===== src/rtl/uart_pkg.sv =====
// UART peripheral shared definitions:
// register map, status/control bit positions, FSM states.
package uart_pkg;

  localparam logic [1:0] ADDR_TXDATA = 2'd0;
  localparam logic [1:0] ADDR_RXDATA = 2'd1;
  localparam logic [1:0] ADDR_STATUS = 2'd2;
  localparam logic [1:0] ADDR_CTRL   = 2'd3;

  localparam int ST_TXEMPTY = 0;
  localparam int ST_TXFULL  = 1;
  localparam int ST_RXEMPTY = 2;
  localparam int ST_OVR     = 3;
  localparam int ST_FERR    = 4;
  localparam int ST_TXOVF   = 5;
  localparam int ST_TXBUSY  = 6;
  localparam int ST_RXBUSY  = 7;

  localparam int CT_IE_W    = 5;
  localparam int CT_TXFLUSH = 8;
  localparam int CT_RXFLUSH = 9;

  typedef enum logic [1:0] {
    TX_IDLE  = 2'd0,
    TX_START = 2'd1,
    TX_DATA  = 2'd2,
    TX_STOP  = 2'd3
  } tx_state_t;

  typedef enum logic [1:0] {
    RX_IDLE  = 2'd0,
    RX_START = 2'd1,
    RX_DATA  = 2'd2,
    RX_STOP  = 2'd3
  } rx_state_t;

endpackage


===== src/rtl/uart_sync_fifo.sv =====
// Synchronous FIFO with flush; a push while full
// is accepted only when a pop frees a slot that cycle.
module uart_sync_fifo #(
  parameter int WIDTH = 8,
  parameter int DEPTH = 8
) (
  input  logic                     clk,
  input  logic                     rst,
  input  logic                     push,
  input  logic                     pop,
  input  logic                     flush,
  input  logic [WIDTH-1:0]         din,
  output logic [WIDTH-1:0]         dout,
  output logic                     full,
  output logic                     empty,
  output logic [$clog2(DEPTH):0]   count
);

  localparam int AW = $clog2(DEPTH);
  localparam int NW = AW + 1;

  logic [WIDTH-1:0] mem [DEPTH];
  logic [AW-1:0]    wr_ptr;
  logic [AW-1:0]    rd_ptr;
  logic             do_push;
  logic             do_pop;

  assign empty   = (count == '0);
  assign full    = (count == NW'(DEPTH));
  assign do_pop  = pop && !empty;
  assign do_push = push && (!full || do_pop);
  assign dout    = mem[rd_ptr];

  always_ff @(posedge clk or negedge rst) begin
    if (!rst) begin
      wr_ptr <= '0;
      rd_ptr <= '0;
      count  <= '0;
    end else if (flush) begin
      wr_ptr <= '0;
      rd_ptr <= '0;
      count  <= '0;
    end else begin
      if (do_push)
        wr_ptr <= wr_ptr + AW'(1);
      if (do_pop)
        rd_ptr <= rd_ptr + AW'(1);
      if (do_push && !do_pop)
        count <= count + NW'(1);
      else if (!do_push && do_pop)
        count <= count - NW'(1);
    end
  end

  always_ff @(posedge clk) begin
    if (do_push && !flush)
      mem[wr_ptr] <= din;
  end

endmodule


===== src/rtl/uart_fifo_periph.sv =====
// Memory-mapped UART with TX/RX FIFOs, sticky
// error flags and a level interrupt.
module uart_fifo_periph
  import uart_pkg::*;
#(
  parameter int CLKS_PER_BIT = 434,
  parameter int DATA_BITS    = 8,
  parameter int FIFO_DEPTH   = 8
) (
  input  logic        clk,
  input  logic        rst,
  input  logic        wrtEn,
  input  logic        rdEn,
  input  logic [1:0]  addr,
  input  logic [31:0] WrData,
  input  logic        SerialIn,
  output logic [31:0] ReadReg,
  output logic        SerialOut,
  output logic        IrqOut
);

  localparam int CW = $clog2(CLKS_PER_BIT);
  localparam int IW = $clog2(DATA_BITS);
  localparam int NW = $clog2(FIFO_DEPTH) + 1;
  localparam logic [CW-1:0] BIT_END  = CW'(CLKS_PER_BIT - 1);
  localparam logic [CW-1:0] HALF_END = CW'(CLKS_PER_BIT / 2 - 1);
  localparam logic [IW-1:0] LAST_BIT = IW'(DATA_BITS - 1);

  logic wr_tx, wr_stat, wr_ctrl, rx_pop;
  assign wr_tx   = wrtEn && (addr == ADDR_TXDATA);
  assign wr_stat = wrtEn && (addr == ADDR_STATUS);
  assign wr_ctrl = wrtEn && (addr == ADDR_CTRL);
  assign rx_pop  = rdEn && (addr == ADDR_RXDATA);

  logic                 tx_push, tx_pop, tx_flush;
  logic                 tx_full, tx_empty;
  logic [DATA_BITS-1:0] tx_dout;
  logic [NW-1:0]        tx_count;
  logic                 rx_push, rx_flush;
  logic                 rx_full, rx_empty;
  logic [DATA_BITS-1:0] rx_dout;
  logic [NW-1:0]        rx_count;

  assign tx_push  = wr_tx && !tx_full;
  assign tx_flush = wr_ctrl && WrData[CT_TXFLUSH];
  assign rx_flush = wr_ctrl && WrData[CT_RXFLUSH];

  tx_state_t            tx_state, tx_next;
  logic [CW-1:0]        tx_cnt;
  logic [IW-1:0]        tx_idx;
  logic [DATA_BITS-1:0] tx_shreg;
  logic                 tx_bit, tx_tick;

  rx_state_t            rx_state, rx_next;
  logic [CW-1:0]        rx_cnt;
  logic [IW-1:0]        rx_idx;
  logic [DATA_BITS-1:0] rx_shreg;
  logic                 rx_s1, rx_s2, rx_s3;
  logic                 rx_fall, rx_half, rx_tick;
  logic                 ferr_set;

  uart_sync_fifo #(
    .WIDTH(DATA_BITS),
    .DEPTH(FIFO_DEPTH)
  ) u_tx_fifo (
    .clk   (clk),
    .rst   (rst),
    .push  (tx_push),
    .pop   (tx_pop),
    .flush (tx_flush),
    .din   (WrData[DATA_BITS-1:0]),
    .dout  (tx_dout),
    .full  (tx_full),
    .empty (tx_empty),
    .count (tx_count)
  );

  uart_sync_fifo #(
    .WIDTH(DATA_BITS),
    .DEPTH(FIFO_DEPTH)
  ) u_rx_fifo (
    .clk   (clk),
    .rst   (rst),
    .push  (rx_push),
    .pop   (rx_pop),
    .flush (rx_flush),
    .din   (rx_shreg),
    .dout  (rx_dout),
    .full  (rx_full),
    .empty (rx_empty),
    .count (rx_count)
  );

  // ---- TX ----
  assign tx_tick = (tx_cnt == BIT_END);

  always_ff @(posedge clk or negedge rst) begin
    if (!rst) begin
      tx_state  <= TX_IDLE;
      tx_cnt    <= '0;
      tx_idx    <= '0;
      tx_shreg  <= '0;
      SerialOut <= 1'b1;
    end else begin
      tx_state  <= tx_next;
      SerialOut <= tx_bit;
      if (tx_pop) begin
        tx_shreg <= tx_dout;
        tx_cnt   <= '0;
      end else if (tx_state != TX_IDLE) begin
        if (tx_tick) begin
          tx_cnt <= '0;
          if (tx_state == TX_START)
            tx_idx <= '0;
          if (tx_state == TX_DATA) begin
            tx_shreg <= tx_shreg >> 1;
            tx_idx   <= tx_idx + IW'(1);
          end
        end else begin
          tx_cnt <= tx_cnt + CW'(1);
        end
      end
    end
  end

  always_comb begin
    tx_next = tx_state;
    tx_pop  = 1'b0;
    unique case (tx_state)
      TX_IDLE:
        if (!tx_empty) begin
          tx_next = TX_START;
          tx_pop  = 1'b1;
        end
      TX_START:
        if (tx_tick) tx_next = TX_DATA;
      TX_DATA:
        if (tx_tick && tx_idx == LAST_BIT)
          tx_next = TX_STOP;
      TX_STOP:
        if (tx_tick) begin
          // chain straight into the next frame
          tx_next = tx_empty ? TX_IDLE : TX_START;
          tx_pop  = !tx_empty;
        end
      default: tx_next = TX_IDLE;
    endcase
  end

  always_comb begin
    tx_bit = 1'b1;
    unique case (tx_state)
      TX_START: tx_bit = 1'b0;
      TX_DATA:  tx_bit = tx_shreg[0];
      default:  tx_bit = 1'b1;
    endcase
  end

  // ---- RX ----
  assign rx_fall = rx_s3 && !rx_s2;
  assign rx_half = (rx_cnt == HALF_END);
  assign rx_tick = (rx_cnt == BIT_END);

  always_ff @(posedge clk or negedge rst) begin
    if (!rst) begin
      rx_s1    <= 1'b1;
      rx_s2    <= 1'b1;
      rx_s3    <= 1'b1;
      rx_state <= RX_IDLE;
      rx_cnt   <= '0;
      rx_idx   <= '0;
      rx_shreg <= '0;
    end else begin
      rx_s1    <= SerialIn;
      rx_s2    <= rx_s1;
      rx_s3    <= rx_s2;
      rx_state <= rx_next;
      if (rx_state == RX_IDLE) begin
        rx_cnt <= '0;
        rx_idx <= '0;
      end else if ((rx_state == RX_START && rx_half) || rx_tick) begin
        rx_cnt <= '0;
        if (rx_state == RX_DATA) begin
          rx_shreg <= {rx_s2, rx_shreg[DATA_BITS-1:1]};
          rx_idx   <= rx_idx + IW'(1);
        end
      end else begin
        rx_cnt <= rx_cnt + CW'(1);
      end
    end
  end

  always_comb begin
    rx_next  = rx_state;
    rx_push  = 1'b0;
    ferr_set = 1'b0;
    unique case (rx_state)
      RX_IDLE:
        if (rx_fall) rx_next = RX_START;
      RX_START:
        if (rx_half) rx_next = rx_s2 ? RX_IDLE : RX_DATA;
      RX_DATA:
        if (rx_tick && rx_idx == LAST_BIT)
          rx_next = RX_STOP;
      RX_STOP:
        if (rx_tick) begin
          rx_next  = RX_IDLE;
          rx_push  = rx_s2;
          ferr_set = !rx_s2;
        end
      default: rx_next = RX_IDLE;
    endcase
  end

  // ---- registers ----
  logic                 ovr, ferr, txovf, ovr_set;
  logic [CT_IE_W-1:0]   ctrl_ie;
  logic [CT_IE_W-1:0]   irq_src;
  logic [7:0]           rx_level;
  logic [31:0]          status;
  logic                 unused_bits;

  assign ovr_set  = rx_push && rx_full && !rx_pop;
  assign irq_src  = {ferr, ovr, !rx_empty, tx_full, tx_empty};
  assign rx_level = 8'(rx_count);
  assign status   = {16'b0, rx_level,
                     rx_state != RX_IDLE, tx_state != TX_IDLE,
                     txovf, ferr, ovr, rx_empty, tx_full, tx_empty};
  assign unused_bits = ^{WrData, tx_count};

  always_ff @(posedge clk or negedge rst) begin
    if (!rst) begin
      ovr     <= 1'b0;
      ferr    <= 1'b0;
      txovf   <= 1'b0;
      ctrl_ie <= '0;
      IrqOut  <= 1'b0;
    end else begin
      ovr   <= ovr_set || (ovr && !(wr_stat && WrData[ST_OVR]));
      ferr  <= ferr_set || (ferr && !(wr_stat && WrData[ST_FERR]));
      txovf <= (wr_tx && tx_full) ||
               (txovf && !(wr_stat && WrData[ST_TXOVF]));
      if (wr_ctrl)
        ctrl_ie <= WrData[CT_IE_W-1:0];
      IrqOut <= |(irq_src & ctrl_ie);
    end
  end

  always_comb begin
    ReadReg = '0;
    unique case (1'b1)
      (addr == ADDR_TXDATA): ReadReg = '0;
      (addr == ADDR_RXDATA): ReadReg = rx_empty ? '0 : 32'(rx_dout);
      (addr == ADDR_STATUS): ReadReg = status;
      (addr == ADDR_CTRL):   ReadReg = 32'(ctrl_ie);
      default:               ReadReg = '0;
    endcase
  end

endmodule

===== config.mk =====
export PLATFORM = sky130hd
export DESIGN_NAME = uart_fifo_periph
export DESIGN_NICKNAME = d
export VERILOG_FILES = /design/src/rtl/uart_pkg.sv /design/src/rtl/uart_sync_fifo.sv /design/src/rtl/uart_fifo_periph.sv
export SDC_FILE = /design/constraint.sdc
export NUM_CORES = 1
export LEC_CHECK = 0
export CAP_MARGIN = 20
export CORE_AREA = 2 2 179 111
export CTS_CLUSTER_SIZE = 28
export DETAILED_ROUTE_END_ITERATION = 8
export DIE_AREA = 0 0 181 113
export GPL_TIMING_DRIVEN = 0
export PLACE_DENSITY = 0.69
export SYNTH_ARGS = -nofsm -noshare
export SYNTH_HDL_FRONTEND = slang
export SYNTH_SLANG_ARGS = --single-unit

===== constraint.sdc =====
create_clock -name clk -period 6.3 [get_ports clk]
set_input_delay 0.945 -clock clk [delete_from_list [all_inputs] [get_ports clk]]
set_output_delay 0.945 -clock clk [all_outputs]
set_load 0.01 [all_outputs]

# ---- Word level (Yosys, flattened, before mapping)
# Memories as Yosys holds them, arrays and structs flattened.
# Index checks and enable logic that the tools add are counted.
dict set report classes {
  add_sub_neg 12
  n_eq_ne 24
  muxes 54
  n_bitwise 3
  reduce_logical 77
}
# op n
set ops {}
lappend ops {{9-bit 2-to-1 mux} 5}
lappend ops {{8-bit 2-to-1 mux} 5}
lappend ops {{3-bit 2-to-1 mux} 13}
lappend ops {{12-bit one-hot mux with 3 select lines} 1}
lappend ops {{1-bit logical AND} 30}
lappend ops {{4-bit 2-to-1 mux} 6}
lappend ops {{2-bit nonzero test} 12}
lappend ops {{3-bit by 1-bit adder with 3-bit output (second input constant)} 6}
lappend ops {{9-bit by 1-bit adder with 9-bit output (second input constant)} 2}
lappend ops {{9-bit == test (second input constant)} 2}
lappend ops {{2-bit 2-to-1 mux} 9}
lappend ops {{2-bit one-hot mux with 4 select lines} 2}
lappend ops {{1-bit zero test} 15}
lappend ops {{2-bit == test (second input constant)} 6}
lappend ops {{2-bit != test (second input constant)} 6}
lappend ops {{4-bit AND reduction} 3}
lappend ops {{1-bit 2-to-1 mux} 11}
lappend ops {{9-bit by 8-bit == test with 1-bit output (second input constant)} 1}
lappend ops {{4-bit by 1-bit adder with 4-bit output (second input constant)} 2}
lappend ops {{4-bit == test (second input constant)} 2}
lappend ops {{4-bit zero test} 2}
lappend ops {{4-bit by 1-bit subtractor with 4-bit output (second input constant)} 2}
lappend ops {{2-bit by 1-bit == test with 1-bit output (second input constant)} 3}
lappend ops {{3-bit == test (second input constant)} 2}
lappend ops {{10 further kinds} 22}
dict set report totals {
  regBits 77
  mem_bits_rw 128
  in_bits 39
  out_inout_bits 34
  word_cells 195
  memories 2
}
# name depth word_bits read_ports rd_clocked_by_memory_dff wr line
set memory_table {}
lappend memory_table {u_rx_fifo.mem 8 8 1 0 1 uart_sync_fifo.sv:22} ;# logic [WIDTH-1:0] mem [DEPTH];
lappend memory_table {u_tx_fifo.mem 8 8 1 0 1 uart_sync_fifo.sv:22}

# ---- Longest topological paths before layout
# Gate-level depths: netlist of the first run.
dict set report depth {
  ltp_word 12
  mapped_depth 15
  depth_no_buf 12
}

# ---- Modules after synthesis
# A second synthesis of the first run with hierarchy kept.
dict set report unflattened {
  hier_cells 674
  area_unflattened_um2 9566.7
}
# mod instances cells_each area_per_inst_um2 seq_area_each_um2
set modules_own_cells {}
lappend modules_own_cells {uart_fifo_periph 1 320 3255.6 1431.4}
lappend modules_own_cells {{uart_sync_fifo (u_rx_fifo)} 1 177 3158.0 2172.1}
lappend modules_own_cells {{uart_sync_fifo (u_tx_fifo)} 1 177 3153.0 2172.1}

# ---- Worst setup path before layout of the first run
# Ideal clock, no wire load.
dict set report synth_path {
  path_kind {input port to flip-flop}
  startpoint {in wrtEn}
  endpoint {mem u_rx_fifo.mem[0][0], enable pin}
  setup_ps 383
  arrival_ps 2557
  required_ps 5917
  setup_slack_ps 3360
  path_stages 6
  path_buffers 2
  path_cell_list {and3_1 -> buf_2 -> and2_1 -> clkbuf_1 -> or3_1 -> nor3_1}
}
dict set report synth_between {
  elab_chain_len 6
}
# item line
set synth_rtl {}
lappend synth_rtl {{start, declared} uart_fifo_periph.sv:12} ;# input logic wrtEn,
lappend synth_rtl {{1-bit logical AND} uart_fifo_periph.sv:32} ;# assign wr_ctrl = wrtEn && (addr == ADDR_CTRL);
lappend synth_rtl {{1-bit logical AND} uart_fifo_periph.sv:46} ;# assign rx_flush = wr_ctrl && WrData[CT_RXFLUSH];
lappend synth_rtl {{1-bit zero test} uart_sync_fifo.sv:56} ;# if (do_push && !flush)
lappend synth_rtl {{1-bit logical AND} uart_sync_fifo.sv:56}
lappend synth_rtl {{1-bit 2-to-1 mux} uart_sync_fifo.sv:56}
lappend synth_rtl {{1-bit 2-to-1 mux (not written as such)} uart_sync_fifo.sv:57} ;# mem[wr_ptr] <= din;
lappend synth_rtl {{end, declared} uart_sync_fifo.sv:22}
# No other way between the ends.

# ---- Worst setup path after layout of the first run
dict set report layout_path {
  startpoint {in addr[1]}
  endpoint {out ReadReg[6]}
}
dict set report layout_between {
  elab_chain_len 2
  word_cells_on_any_way 4
  classes_between {eq/ne: 3; mux: 1}
}
# item line
set layout_rtl {}
lappend layout_rtl {{start, declared} uart_fifo_periph.sv:14} ;# input logic [1:0] addr,
lappend layout_rtl {{2-bit == test, or another cell as far along} uart_fifo_periph.sv:255} ;# (addr == ADDR_CTRL): ReadReg = 32'(ctrl_ie);
lappend layout_rtl {{12-bit one-hot mux with 3 select lines *} uart_fifo_periph.sv:251} ;# unique case (1'b1)
lappend layout_rtl {{end, declared} uart_fifo_periph.sv:17} ;# output logic [31:0] ReadReg,
# Every way passes the cells marked *; elsewhere a longest branch is shown, timed or not.

==> impl_metrics.env, run 1 <==
export IMPL_gp_congestion=0.815
export IMPL_seqCellArea_mm2=0.00578
export IMPL_hold_violations=0
export IMPL_antenna_found_initial=0
export IMPL_final_setup_viol_count=0
export IMPL_yosys_top_cells_area="edfxtp_1, dfrtp_1, mux4_2, ha_1, mux2i_1"
export IMPL_cts_resized=0
export IMPL_crit_path_max_incr_delay_ns=0.59
export IMPL_drive_gt1_frac=0.174
export IMPL_reg2reg_slack_ns=3.03
export IMPL_drv_slew=0
export IMPL_fin_crit_sh=0.708
export IMPL_yosysUniqueCellTypes=63
export IMPL_hp_class="reg -> reg"
export IMPL_fillers=1451
export IMPL_syn_cell_area_mm2=0.00923
export IMPL_worstPathArrival_ns=3.51
export IMPL_critPathKind="in -> out"
export IMPL_yosys_area_top_type_share=0.417
export IMPL_vdd_drop_max_v=0.000227
export IMPL_max_cap_viol_count=0
export IMPL_end_kind="primary output"
export IMPL_post_cts_buffers=0
export IMPL_clkTransAtPathRegs_ns=0.06
export IMPL_cts_sinks=205
export IMPL_tritoncts="yes"
export IMPL_r2r_start="tx_cnt[1]"
export IMPL_cp_depth=6
export IMPL_gr_usage_all_layers=0.193
export IMPL_cp_common_cell="clkdlybuf4s50_1"
export IMPL_yosysMostFrequentCell="edfxtp_1"
export IMPL_area_growth_pct=15.3
export IMPL_p_leak_nw=4.26
export IMPL_layout_nets=790
export IMPL_setup_tns_final_ns=0
export IMPL_grt_first_pass_wirelength_mm=30.6
export IMPL_crit_required_ns=5.35
export IMPL_multi_input_area_mm2=0.00319
export IMPL_grt_remaining_overflow=0
export IMPL_core_mm2=0.0187
export IMPL_ys_top_cells_by_count="edfxtp_1, dfrtp_1, nor2_1"
export IMPL_ys_warn_count=0
export IMPL_reg2reg_to="u_tx_fifo.count[3]"
export IMPL_power_mw=4.00
export IMPL_critPathCapture="ReadReg[6]"
export IMPL_start_util=0.492
export IMPL_status="completed"
export IMPL_grt_max_degree=52
export IMPL_crit_path_cell_trace="clkdlybuf4s50_1 > clkbuf_1 > nor2b_1 > inv_1 > o22ai_1 > clkdlybuf4s50_1"
export IMPL_drc=0
export IMPL_critPathMaxFanout=10
export IMPL_synthArstFlopShare=0.376
export IMPL_via_per_inst=5.63
export IMPL_fmax_mhz=224
export IMPL_cts_root_buf="clkbuf_16"
export IMPL_finClkSkew_ns=0.0215
export IMPL_syn_avg_cell_area_um2=14.3
export IMPL_ys_flop_type="edfxtp_1"
export IMPL_powerDensity_mw_per_mm2=376
export IMPL_ant_nets=0
export IMPL_syn_instance_count=647
export IMPL_port_buffers=30
export IMPL_slew_headroom=0.383
export IMPL_drt_iter0_drc=443
export IMPL_rows=39
export IMPL_seq_area_frac_synth=0.626
export IMPL_num_io_pins=73
export IMPL_clk_path_buf_depth=3
export IMPL_drt_pass1_iterations=5
export IMPL_die_area_mm2=0.0205
export IMPL_clk_latency_ns=0.51
export IMPL_cts_made_buffers=20
export IMPL_die_w_um=181
export IMPL_cts_hold_buffers=0
export IMPL_yosys_area_top_type="edfxtp_1"
export IMPL_startpoint_type="input pin"
export IMPL_synth_edf_count=128
export IMPL_path_delay_family="buffers and inverters"
export IMPL_tightest_slew_ns=0.923
export IMPL_drt_wl_total_mm=19.1
export IMPL_r2r_cells=15
export IMPL_ys_ff_latch=205
export IMPL_dp_hpwl_mm=13.4
export IMPL_grt_pass1_vias=5625
export IMPL_antenna_cells=0
export IMPL_wire_per_inst_um=19.4
export IMPL_critPathBufInv=4
export IMPL_die_height_um=113
export IMPL_rsz0062_at_grt="false"
export IMPL_min_period_ns=4.46
export IMPL_cpMaxStageDelayCell="clkdlybuf4s50_1"
export IMPL_critPathLaunch="addr[1]"
export IMPL_cts_htree_levels=1
export IMPL_num_vias=5552
==> stage by stage <==
| step | setup WS [ns] | util | instances | hold slack, ns | cell area, um2 |
|---|---|---|---|---|---|
| after CTS | 1.83 | 0.567 | 985 | 0.362 | 10600 |
| after floorplan | 3.36 | - | 666 | 0.345 | 9300 |
| final | 1.84 | 0.568 | 986 | 0.359 | 10600 |
| after detailed placement | 1.83 | 0.533 | 950 | 0.347 | 9980 |
| after global placement | 1.52 | 0.529 | 942 | 0.350 | 9900 |
| after global routing | 1.62 | 0.568 | 986 | 0.368 | 10600 |
==> worst register-to-register path: stages (launching register included) <==
cell and delay [ns]:
dfrtp_1 0.43, inv_1 0.08, ha_1 0.13, and4b_1 0.29, a31oi_2 0.14, or3_1 0.34
buf_6 0.14, buf_4 0.17, buf_6 0.15, nand2_1 0.12, ha_1 0.24, a21o_1 0.17
a21oi_1 0.28, nor2_1 0.07, mux2_2 0.27, o211ai_1 0.16
==> worst min-delay path by stage <==
stage | to | from | slack [ns] | depth (start not counted)
floorplan | rx_s2 | rx_s1 | 0.35 | 0
global placement | rx_s2 | rx_s1 | 0.35 | 0
detailed placement | rx_s2 | rx_s1 | 0.35 | 0
CTS | rx_s2 | rx_s1 | 0.36 | 0
global route | rx_s2 | rx_s1 | 0.37 | 0
finish | rx_s2 | rx_s1 | 0.36 | 0
==> layout make-up <==
| class | instances | area share |
|---|---|---|
| clock inverters | 10 | 0.0124 |
| clock buffers | 25 | 0.0488 |
| repair buffers | 39 | 0.0353 |
| flip-flops and latches | 205 | 0.543 |
| plain buffers | 44 | 0.0251 |
| inverters | 18 | 0.00635 |
| multi-input cells | 399 | 0.300 |
| well taps | 246 | 0.0289 |
==> kinds of logic after synthesis <==
family	after synthesis	share of synthesized area
other	1	0.000406
buffers and inverters	62	0.0362
AO/OA/AOI/OAI	91	0.0620
flip-flops	205	0.626
XOR/XNOR	17	0.0161
adder cells (fa/ha/maj)	24	0.0342
multiplexers	72	0.125
AND/OR/NAND/NOR	175	0.101
==> flip-flops by register name, indices dropped and copies added, names as in the netlist, 2 cells and up, named ones only <==
register and cells:
u_rx_fifo.mem 64, u_tx_fifo.mem 64, rx_cnt 9, tx_cnt 9
rx_shreg 8, tx_shreg 8, ctrl_ie 5, u_rx_fifo.count 4
u_tx_fifo.count 4, rx_idx 3, tx_idx 3, u_rx_fifo.rd_ptr 3
u_rx_fifo.wr_ptr 3, u_tx_fifo.rd_ptr 3, u_tx_fifo.wr_ptr 3, tx_state 2
==> where the power goes <==
part           switching, mW  internal (mW)  total, mW
sequential             0.149           1.57       1.72
combinational          0.581          0.499       1.08
clock                  0.495          0.709       1.20
total                   1.22           2.78       4.00
==> cells in the final DEF (no fill, tap or decap), types with 9 or more instances in the layout <==
cell / count
ha_1: 22
nor2_1: 42
xor2_1: 9
buf_4: 26
nor3_1: 11
edfxtp_1: 128
inv_1: 17
mux4_2: 32
dfrtp_1: 73
a21oi_1: 22
nor2b_1: 9
nand3_1: 21
mux2_2: 18
o21ai_0: 31
mux2i_1: 21
conb_1: 20
clkdlybuf4s50_1: 29
and3_1: 10
clkbuf_1: 17
clkbuf_16: 20
a22o_1: 11
nand2_1: 39
==> per-layer routing <==
metal / up-vias / part of all wire / global-route usage
li1: 2549 / - / -
met4: 0 / 0.016 / 0.0455
met2: 184 / 0.46 / 0.302
met1: 2791 / 0.47 / 0.286
met5: - / 0 / 0
met3: 28 / 0.060 / 0.0328
Note: power is estimated with default switching activity, not from simulation.
==> inputs of run 2 (changes only) <==
clock period = 4.3 ns   (was 6.3 ns; I/O delays follow)
==> results of run 2 <==
The final DEF is identical to that of run 1. Status: completed.
Among the figures that moved: setup slack after placement 1.83 ns -> 0.434 ns; clock-pin slew on the worst setup and hold paths 0.06 ns -> 0.07 ns; setup slack after layout 1.84 ns -> 0.297 ns; hold slack 0.359 ns -> 0.0826 ns; start point of the critical path addr[1] -> u_rx_fifo.rd_ptr[1]; end point of the critical path ReadReg[6] -> ReadReg[3]; register-to-register setup slack 3.03 ns -> 1.03 ns; total power 4.00 mW -> 5.86 mW; worst IR drop on VDD 0.000227 V -> 0.000333 V
==> inputs of run 3 (changes only) <==
CTS_CLUSTER_SIZE = 40   (was 28)
==> results of run 3 <==
The final DEF is identical to that of run 1. Status: completed.
Among the figures that moved: setup slack after placement 1.83 ns -> 0.434 ns; clock-pin slew on the worst setup and hold paths 0.06 ns -> 0.07 ns; setup slack after layout 1.84 ns -> 0.297 ns; hold slack 0.359 ns -> 0.0826 ns; start point of the critical path addr[1] -> u_rx_fifo.rd_ptr[1]; end point of the critical path ReadReg[6] -> ReadReg[3]; register-to-register setup slack 3.03 ns -> 1.03 ns; total power 4.00 mW -> 5.86 mW; worst IR drop on VDD 0.000227 V -> 0.000333 V
